--- config.mk ---
export PLATFORM = sky130hd
export DESIGN_NAME = pipe_issue_flat
export DESIGN_NICKNAME = d
export VERILOG_FILES = /design/src/rtl/pipe_issue_if.sv /design/src/rtl/pipe_issue.sv /design/src/flat_wrapper.sv
export SDC_FILE = /design/constraint.sdc
export NUM_CORES = 1
export LEC_CHECK = 0
export BUFFER_PORTS_ARGS = -buffer_cell sky130_fd_sc_hd__buf_4
export CAP_MARGIN = 10
export CORE_MARGIN = 2
export CORE_UTILIZATION = 60
export CTS_BUF_LIST = sky130_fd_sc_hd__clkbuf_8
export DETAILED_ROUTE_END_ITERATION = 7
export PLACE_DENSITY = 0.79
export SKIP_LAST_GASP = 1
export SYNTH_ARGS = -nofsm -noshare
export SYNTH_HDL_FRONTEND = slang
export SYNTH_SLANG_ARGS = --single-unit
--- constraint.sdc ---
create_clock -name clk -period 6.05 [get_ports clk]
set_input_delay 0.3025 -clock clk [delete_from_list [all_inputs] [get_ports clk]]
set_output_delay 0.3025 -clock clk [all_outputs]
set_load 0.02 [all_outputs]
--- src/rtl/pipe_issue_if.sv ---
// pipe_issue_if: program-load, run-control and issue bus between a controller and pipe_issue.
interface pipe_issue_if #(
  parameter int unsigned DEPTH = 16
);
  localparam int unsigned AW = $clog2(DEPTH);
  localparam int unsigned LW = AW + 1;

  logic          prog_we;
  logic [AW-1:0] prog_addr;
  logic [7:0]    prog_data;
  logic [LW-1:0] prog_len;
  logic          start;
  logic          hold;
  logic [7:0]    inst;
  logic          busy;
  logic          done;

  modport master (
    output prog_we, prog_addr, prog_data, prog_len, start, hold,
    input  inst, busy, done
  );

  modport slave (
    input  prog_we, prog_addr, prog_data, prog_len, start, hold,
    output inst, busy, done
  );
endinterface

--- src/rtl/pipe_issue.sv ---
// pipe_issue: replays a one-hot program into the pipeline, spacing load->mult and add->write with NOP bubbles.
// Optional feature macro ISSUE_STATS_EN adds the stall_cnt hazard-bubble counter port.
module pipe_issue #(
  parameter int unsigned DEPTH     = 16,
  parameter int unsigned LOAD_GAP  = 2,
  parameter int unsigned WRITE_GAP = 2
) (
  input  logic        clk,
  input  logic        resetn,
`ifdef ISSUE_STATS_EN
  output logic [15:0] stall_cnt,
`endif
  pipe_issue_if.slave bus
);
  localparam int unsigned AW         = $clog2(DEPTH);
  localparam int unsigned LW         = AW + 1;
  localparam int unsigned GAP_MAX    = (LOAD_GAP > WRITE_GAP) ? LOAD_GAP : WRITE_GAP;
  localparam int unsigned GW         = $clog2(GAP_MAX + 1);
  localparam int unsigned B_NOP      = 0;
  localparam int unsigned B_LD_DATA  = 1;
  localparam int unsigned B_LD_COEFF = 2;
  localparam int unsigned B_ADD      = 3;
  localparam int unsigned B_MULT     = 4;
  localparam int unsigned B_WRITE    = 5;
  localparam logic [7:0]  NOP_W      = 8'(1 << B_NOP);
  localparam logic [7:0]  DEF_MASK   = 8'h3F;

  typedef enum logic {S_IDLE = 1'b0, S_RUN = 1'b1} state_e;

  state_e        state_q, state_d;
  logic [7:0]    mem_q [DEPTH];
  logic [LW-1:0] pc_q, pc_d;
  logic [LW-1:0] len_q, len_d;
  logic [GW-1:0] since_load_q, since_load_d;
  logic [GW-1:0] since_add_q, since_add_d;
  logic [7:0]    inst_q, inst_d;
  logic          busy_q, busy_d;
  logic          done_q, done_d;
  logic          zero_q, zero_d;
`ifdef ISSUE_STATS_EN
  logic [15:0]   stall_q, stall_d;
`endif

  logic [7:0] w_raw_c, w_mask_c, w_san_c;
  logic       has_load_c, has_mult_c, has_add_c, has_write_c;
  logic       start_ok_c, run_end_c, hazard_c, issue_c;

  // Candidate word decode; undefined bits dropped, empty words become NOP.
  always_comb begin
    w_raw_c     = mem_q[pc_q[AW-1:0]];
    w_mask_c    = w_raw_c & DEF_MASK;
    w_san_c     = (w_mask_c == 8'h00) ? NOP_W : w_mask_c;
    has_load_c  = w_san_c[B_LD_DATA] | w_san_c[B_LD_COEFF];
    has_mult_c  = w_san_c[B_MULT];
    has_add_c   = w_san_c[B_ADD];
    has_write_c = w_san_c[B_WRITE];
    start_ok_c  = bus.start && (state_q == S_IDLE);
    run_end_c   = (pc_q == len_q);
    hazard_c    = (has_mult_c && (since_load_q < GW'(LOAD_GAP))) ||
                  (has_write_c && (since_add_q < GW'(WRITE_GAP)));
    issue_c     = !run_end_c && !bus.hold && !hazard_c;
  end

  always_ff @(posedge clk) begin
    if (!resetn) state_q <= S_IDLE;
    else         state_q <= state_d;
  end

  always_comb begin
    state_d = state_q;
    case (state_q)
      S_IDLE:  if (start_ok_c && (bus.prog_len != '0)) state_d = S_RUN;
      S_RUN:   if (run_end_c) state_d = S_IDLE;
      default: state_d = S_IDLE;
    endcase
  end

  // Gap counters hold "cycles since last issue"; the issuing cycle itself counts as 0.
  always_comb begin
    inst_d       = NOP_W;
    busy_d       = (state_d == S_RUN);
    done_d       = zero_q;
    zero_d       = 1'b0;
    pc_d         = pc_q;
    len_d        = len_q;
    since_load_d = (since_load_q == GW'(GAP_MAX)) ? since_load_q : since_load_q + GW'(1);
    since_add_d  = (since_add_q == GW'(GAP_MAX)) ? since_add_q : since_add_q + GW'(1);
`ifdef ISSUE_STATS_EN
    stall_d      = stall_q;
`endif
    if (start_ok_c) begin
      pc_d         = '0;
      len_d        = bus.prog_len;
      zero_d       = (bus.prog_len == '0);
      since_load_d = GW'(GAP_MAX);
      since_add_d  = GW'(GAP_MAX);
`ifdef ISSUE_STATS_EN
      stall_d      = 16'd0;
`endif
    end else if (state_q == S_RUN) begin
      if (run_end_c) begin
        done_d = 1'b1;
      end else if (issue_c) begin
        inst_d = w_san_c;
        pc_d   = pc_q + LW'(1);
        if (has_load_c) since_load_d = GW'(1);
        if (has_add_c)  since_add_d  = GW'(1);
      end
`ifdef ISSUE_STATS_EN
      else if (!bus.hold && hazard_c) begin
        stall_d = stall_q + 16'd1;
      end
`endif
    end
  end

  always_ff @(posedge clk) begin
    if (!resetn) begin
      pc_q         <= '0;
      len_q        <= '0;
      since_load_q <= GW'(GAP_MAX);
      since_add_q  <= GW'(GAP_MAX);
      inst_q       <= NOP_W;
      busy_q       <= 1'b0;
      done_q       <= 1'b0;
      zero_q       <= 1'b0;
`ifdef ISSUE_STATS_EN
      stall_q      <= 16'd0;
`endif
    end else begin
      pc_q         <= pc_d;
      len_q        <= len_d;
      since_load_q <= since_load_d;
      since_add_q  <= since_add_d;
      inst_q       <= inst_d;
      busy_q       <= busy_d;
      done_q       <= done_d;
      zero_q       <= zero_d;
`ifdef ISSUE_STATS_EN
      stall_q      <= stall_d;
`endif
    end
  end

  // Program memory has no reset so a loaded program survives resetn.
  always_ff @(posedge clk) begin
    if (resetn && bus.prog_we && (state_q == S_IDLE)) mem_q[bus.prog_addr] <= bus.prog_data;
  end

  assign bus.inst = inst_q;
  assign bus.busy = busy_q;
  assign bus.done = done_q;
`ifdef ISSUE_STATS_EN
  assign stall_cnt = stall_q;
`endif
endmodule

--- src/flat_wrapper.sv ---
// flat-port wrapper written by rule: the top's interface ports become plain ports
module pipe_issue_flat 
#(
  parameter int unsigned DEPTH     = 16,
  parameter int unsigned LOAD_GAP  = 2,
  parameter int unsigned WRITE_GAP = 2
)
  (clk, resetn, bus_prog_we, bus_prog_addr, bus_prog_data, bus_prog_len, bus_start, bus_hold, bus_inst, bus_busy, bus_done);
  pipe_issue_if #(.DEPTH(DEPTH)) bus_i ();
  input  logic clk;
  input  logic resetn;
  input wire logic [$bits(bus_i.prog_we)-1:0] bus_prog_we;
  input wire logic [$bits(bus_i.prog_addr)-1:0] bus_prog_addr;
  input wire logic [$bits(bus_i.prog_data)-1:0] bus_prog_data;
  input wire logic [$bits(bus_i.prog_len)-1:0] bus_prog_len;
  input wire logic [$bits(bus_i.start)-1:0] bus_start;
  input wire logic [$bits(bus_i.hold)-1:0] bus_hold;
  output wire logic [$bits(bus_i.inst)-1:0] bus_inst;
  output wire logic [$bits(bus_i.busy)-1:0] bus_busy;
  output wire logic [$bits(bus_i.done)-1:0] bus_done;
  assign bus_i.prog_we = bus_prog_we;
  assign bus_i.prog_addr = bus_prog_addr;
  assign bus_i.prog_data = bus_prog_data;
  assign bus_i.prog_len = bus_prog_len;
  assign bus_i.start = bus_start;
  assign bus_i.hold = bus_hold;
  assign bus_inst = bus_i.inst;
  assign bus_busy = bus_i.busy;
  assign bus_done = bus_i.done;
  pipe_issue #(.DEPTH(DEPTH), .LOAD_GAP(LOAD_GAP), .WRITE_GAP(WRITE_GAP)) u_core (.clk(clk), .resetn(resetn), .bus(bus_i));
endmodule
---- Word-level counts from Yosys, hierarchy flattened ----
Memory sizes are Yosys's and may differ from the RTL's. A register that Yosys moved wholly into a read port is not among the register bits.
Cells that the tools add are included.
W data, S select, Z words.
word-level totals
  bits in registers ....................... 25
  bits in writable memories ............... 128
  bits of input ports ..................... 22
  output and inout bits ................... 10
  logic and storage cells ................. 64
  memories kept ........................... 1
operators by class
  add/sub/neg operators ................... 3
  magnitude comparators ................... 2
  equality and inequality tests ........... 3
  mux-type cells .......................... 21
  bitwise logic cells ..................... 5
  reduce and logical (&&, ||, !) cells .... 20
memories
  memory        words  bits a word  rd ports  clocked after Yosys merged registers in  wr ports  RTL line          RTL
  u_core.mem_q  16     8            1         1                                        1         pipe_issue.sv:31  logic [7:0] mem_q [DEPTH];
operators by type and width
  operator               count
  $mux W2                10
  $logic_and A1 B1 Y1    8
  $logic_not A8 Y1       1
  $mux W4                2
  $mux W1                7
  $mux W6                1
  $reduce_or A6 Y1       1
  $add A5 B1 Y5 const B  1
  $eq A5 B5 Y1           1
  $logic_not A5 Y1       1
  $reduce_bool A5 Y1     1
  $reduce_or A5 Y1       1
  $add A2 B1 Y2 const B  2
  $eq A2 B2 Y1 const B   2
  $lt A2 B2 Y1 const B   2
  $not A1 Y1             4
  $logic_not A1 Y1       3
  $reduce_and A3 Y1      1
  $pmux W1 S2            1
  $reduce_and A2 Y1      1
  $reduce_or A2 Y1       1
  $logic_or A1 B1 Y1     1
  $or A1 B1 Y1           1

---- Logic depth before layout (Yosys ltp) ----
  word-level depth ........................ 9
  gate-level depth with buffers ........... 9
  mapped depth without buffers ............ 6

---- Worst setup path before layout ----
Ideal clock, no wire load.
  path type ............................... register -> register
  start ................................... reg (tool-made name)
  end ..................................... reg u_core.inst_q[0] (netlist: u_core.bus.inst[0])
  library setup time ...................... 0.134 ns
  arrival time ............................ 2.169 ns
  data required time ...................... 5.916 ns
  path slack .............................. 3.747 ns
  stages on the path, launching flop included .. 7
  buffers on the path ..................... 3
  period minus slack after synthesis ...... 2.303 ns
  cell sequence ........................... dfxtp_1 buf_6 buf_6 buf_6 mux4_2 mux4_2 or4_1
RTL lines
  item                    RTL line           RTL
  end signal: assignment  pipe_issue.sv:135  inst_q <= inst_d;
  end: declaration        pipe_issue.sv:36   logic [7:0] inst_q, inst_d;

==> qor.yml <==
layout:
  syn2layout_area_growth_pct: 13.4
  num_antenna_cells: 0
  drive_above_1_share_pct: 24.2
  final_cell_mix: "96 x edfxtp_1, 29 x buf_4, 28 x nand2_1"
  num-nets-final: 376
  layout_commonest_cell: "edfxtp_1"
synthesis:
  syn-cell-area_um2: 4950
  synth-async-reset-ratio_pct: 0
  ys_warn_count: 0
  yosysSeqAreaShare_pct: 69.2
  ys.flop_type: "edfxtp_1"
  synth_edf_count: 96
  synth_cell_types: 43
  syn_inst: 316
  synth-seq-cells: 123
  synth_area_per_cell_um2: 15.7
grt:
  grt_overflow_total: 0
  grt_pass1_wl_um: 14400
  grt_max_degree: 27
  grt_pass1_vias: 2733
  track_usage_pct: 22.9
  antenna_found_initial: 0
detailed_routing:
  vias_per_cell: 5.90
  drtAntennaViolNets: 0
  drt_iter0_markers: 239
  drc_errors: 0
  wl_per_cell_um: 19.7
  via_count: 2768
  wl_um: 9240
  first_pass_iters: 5
die:
  die_h_um: 94.8
  core_um2: 8090
  std_cell_rows: 33
  die_w_um: 94.8
  die_area_um2: 8990
  start_util_pct: 61.1
  top_level_ports: 32
place:
  hpwl_um: 6130
  port_buffers: 27
  place_congestion: 0.878
pwr:
  p_leak_uw: 0.00186
  p_per_area_nw_per_um2: 304
  totalPowerFinal_uw: 1710
  vdd_drop_max_uv: 180
setup_path:
  path_delay_family: "simple AND/OR/NAND/NOR gates"
  arrival_ns: 3.11
  cp_max_fo: 25
  start_kind: "register"
  worst_setup_path_end_kind: "register"
  required_ns: 6.34
  max_stage_delay_ns: 0.59
  crit_type: "register to register"
  path_cells: "buf_4, mux4_2, mux2_2, nand3_2, and4_1, nand2_4, or4_1"
  path_buf_inv: 1
  crit_slowest_cell: "mux4_2"
clocking:
  cts.sinks: 123
  clock_latency_ns: 0.42
  cts_buffers: 17
  post_cts_buffers: 0
  cts_resized: 0
  cts-root-buf: "clkbuf_8"
  cts_hold_buf: 0
  tritoncts: "done"
  htreeDepth: 4
  clkTransAtPathRegs_ns: 0.07
  clock_path_buffers: 2
timing:
  finalHoldViolCount: 0
  final.setup.tns_ns: 0
  fin_crit_sh_pct: 46.5
  hold_ws_ns: 0.150
  worst_slew_pin_slew_ns: 1.02
  slew_violations: 0
  final.min_clock_period_ns: 2.82
  relSlewSlack_pct: 31.4
  fin_skew_ns: 0.00848
  finalSetupViolations: 0
  rsz0062_at_grt: "false"
  max_freq_mhz: 355
worst_hold_path:
  hp-class: "input port to register"
run:
  max_cap_violations: 0
status:
  outcome: "complete, no violations"
==> final timing paths <==
kind                   startpoint  cells past startpoint            endpoint  slack [ns]
setup / recovery         register                      7  u_core.bus.inst[0]        3.23
hold reg to reg     u_core.zero_q                      1     u_core.bus.done        0.46
hold / removal    bus_prog_len[4]                      3     u_core.len_q[4]        0.15
setup reg to reg         register                      7  u_core.bus.inst[0]        3.23
==> state kept, by name, summed over array words and instances, names as in the netlist, named ones only <==
register / flops
u_core.zero_q: 1
u_core.pc_q: 5
u_core.since_add_q: 2
u_core.bus.done: 1
u_core.since_load_q: 2
u_core.bus.inst: 6
u_core.state_q: 1
u_core.len_q: 5
u_core.mem_q: 96
==> metrics by stage <==
step	cells	instance area (um2)	utilization (%)	setup slack (ns)
detailed placement	437	5210	64.4	3.21
finish	469	5610	69.3	3.23
global route	469	5610	69.3	3.07
global placement	437	5210	64.4	3.25
CTS	469	5610	69.3	3.19
floorplan	317	4950	-	3.75
==> power breakdown <==
part	internal, uW	leakage (uW)	total, uW	switching, uW
Sequential	918	0.00108	922	4.35
Clock	373	0.000192	715	342
Combinational	26.1	0.000586	71.2	45.1
==> metal layers <==
metal / vias to the layer above / GRT usage (%) / share of wire [%]
li1: 1280 / - / -
met1: 1357 / 30.4 / 41
met2: 118 / 36.5 / 49
met3: 13 / 6.38 / 8.3
met4: 0 / 8.94 / 1.6
met5: - / 0 / 0
==> tightest hold or removal path: cells and delay by family <==
family / cells / cell delay, ns
buffers and inverters: 1 / 0.11
AO/OA/AOI/OAI: 1 / 0.06
AND/OR/NAND/NOR: 1 / 0.05
==> layout make-up <==
type                       instances  area [um2]
clock buffer                      17         234
fill                             532        2480
timing repair buffer              29         218
inverter                           9        33.8
tap                              105         131
sequential                       123        3420
multi-input combinational        171        1400
clock inverter                    15         165
==> cell usage after synthesis (4+ instances only) <==
master / number / area [um2]
a21boi_0: 5 / 37.5
a21oi_1: 7 / 35.0
clkbuf_1: 6 / 22.5
dfxtp_1: 27 / 541
edfxtp_1: 96 / 2880
inv_1: 9 / 33.8
mux2i_1: 12 / 120
mux4_2: 23 / 518
nand2_1: 28 / 105
nand2b_1: 4 / 25.0
nand3_1: 9 / 45.0
nor2_1: 25 / 93.8
nor2b_1: 5 / 31.3
nor3_1: 10 / 50.1
==> logic make-up (layout without fill, tap and decap cells) <==
kind of cell / count (synthesis) / after routing / synth area share (%)
AO/OA/AOI/OAI: 27 / 27 / 3.82
flip-flops: 123 / 123 / 69.2
AND/OR/NAND/NOR: 97 / 97 / 9.41
buffers and inverters: 23 / 70 / 2.48
multiplexers: 37 / 37 / 13.4
other: 1 / 2 / 0.0758
adder cells (fa/ha/maj): 3 / 3 / 0.759
XOR/XNOR: 5 / 5 / 0.886
No activity file was read; power rests on OpenSTA's default activity.
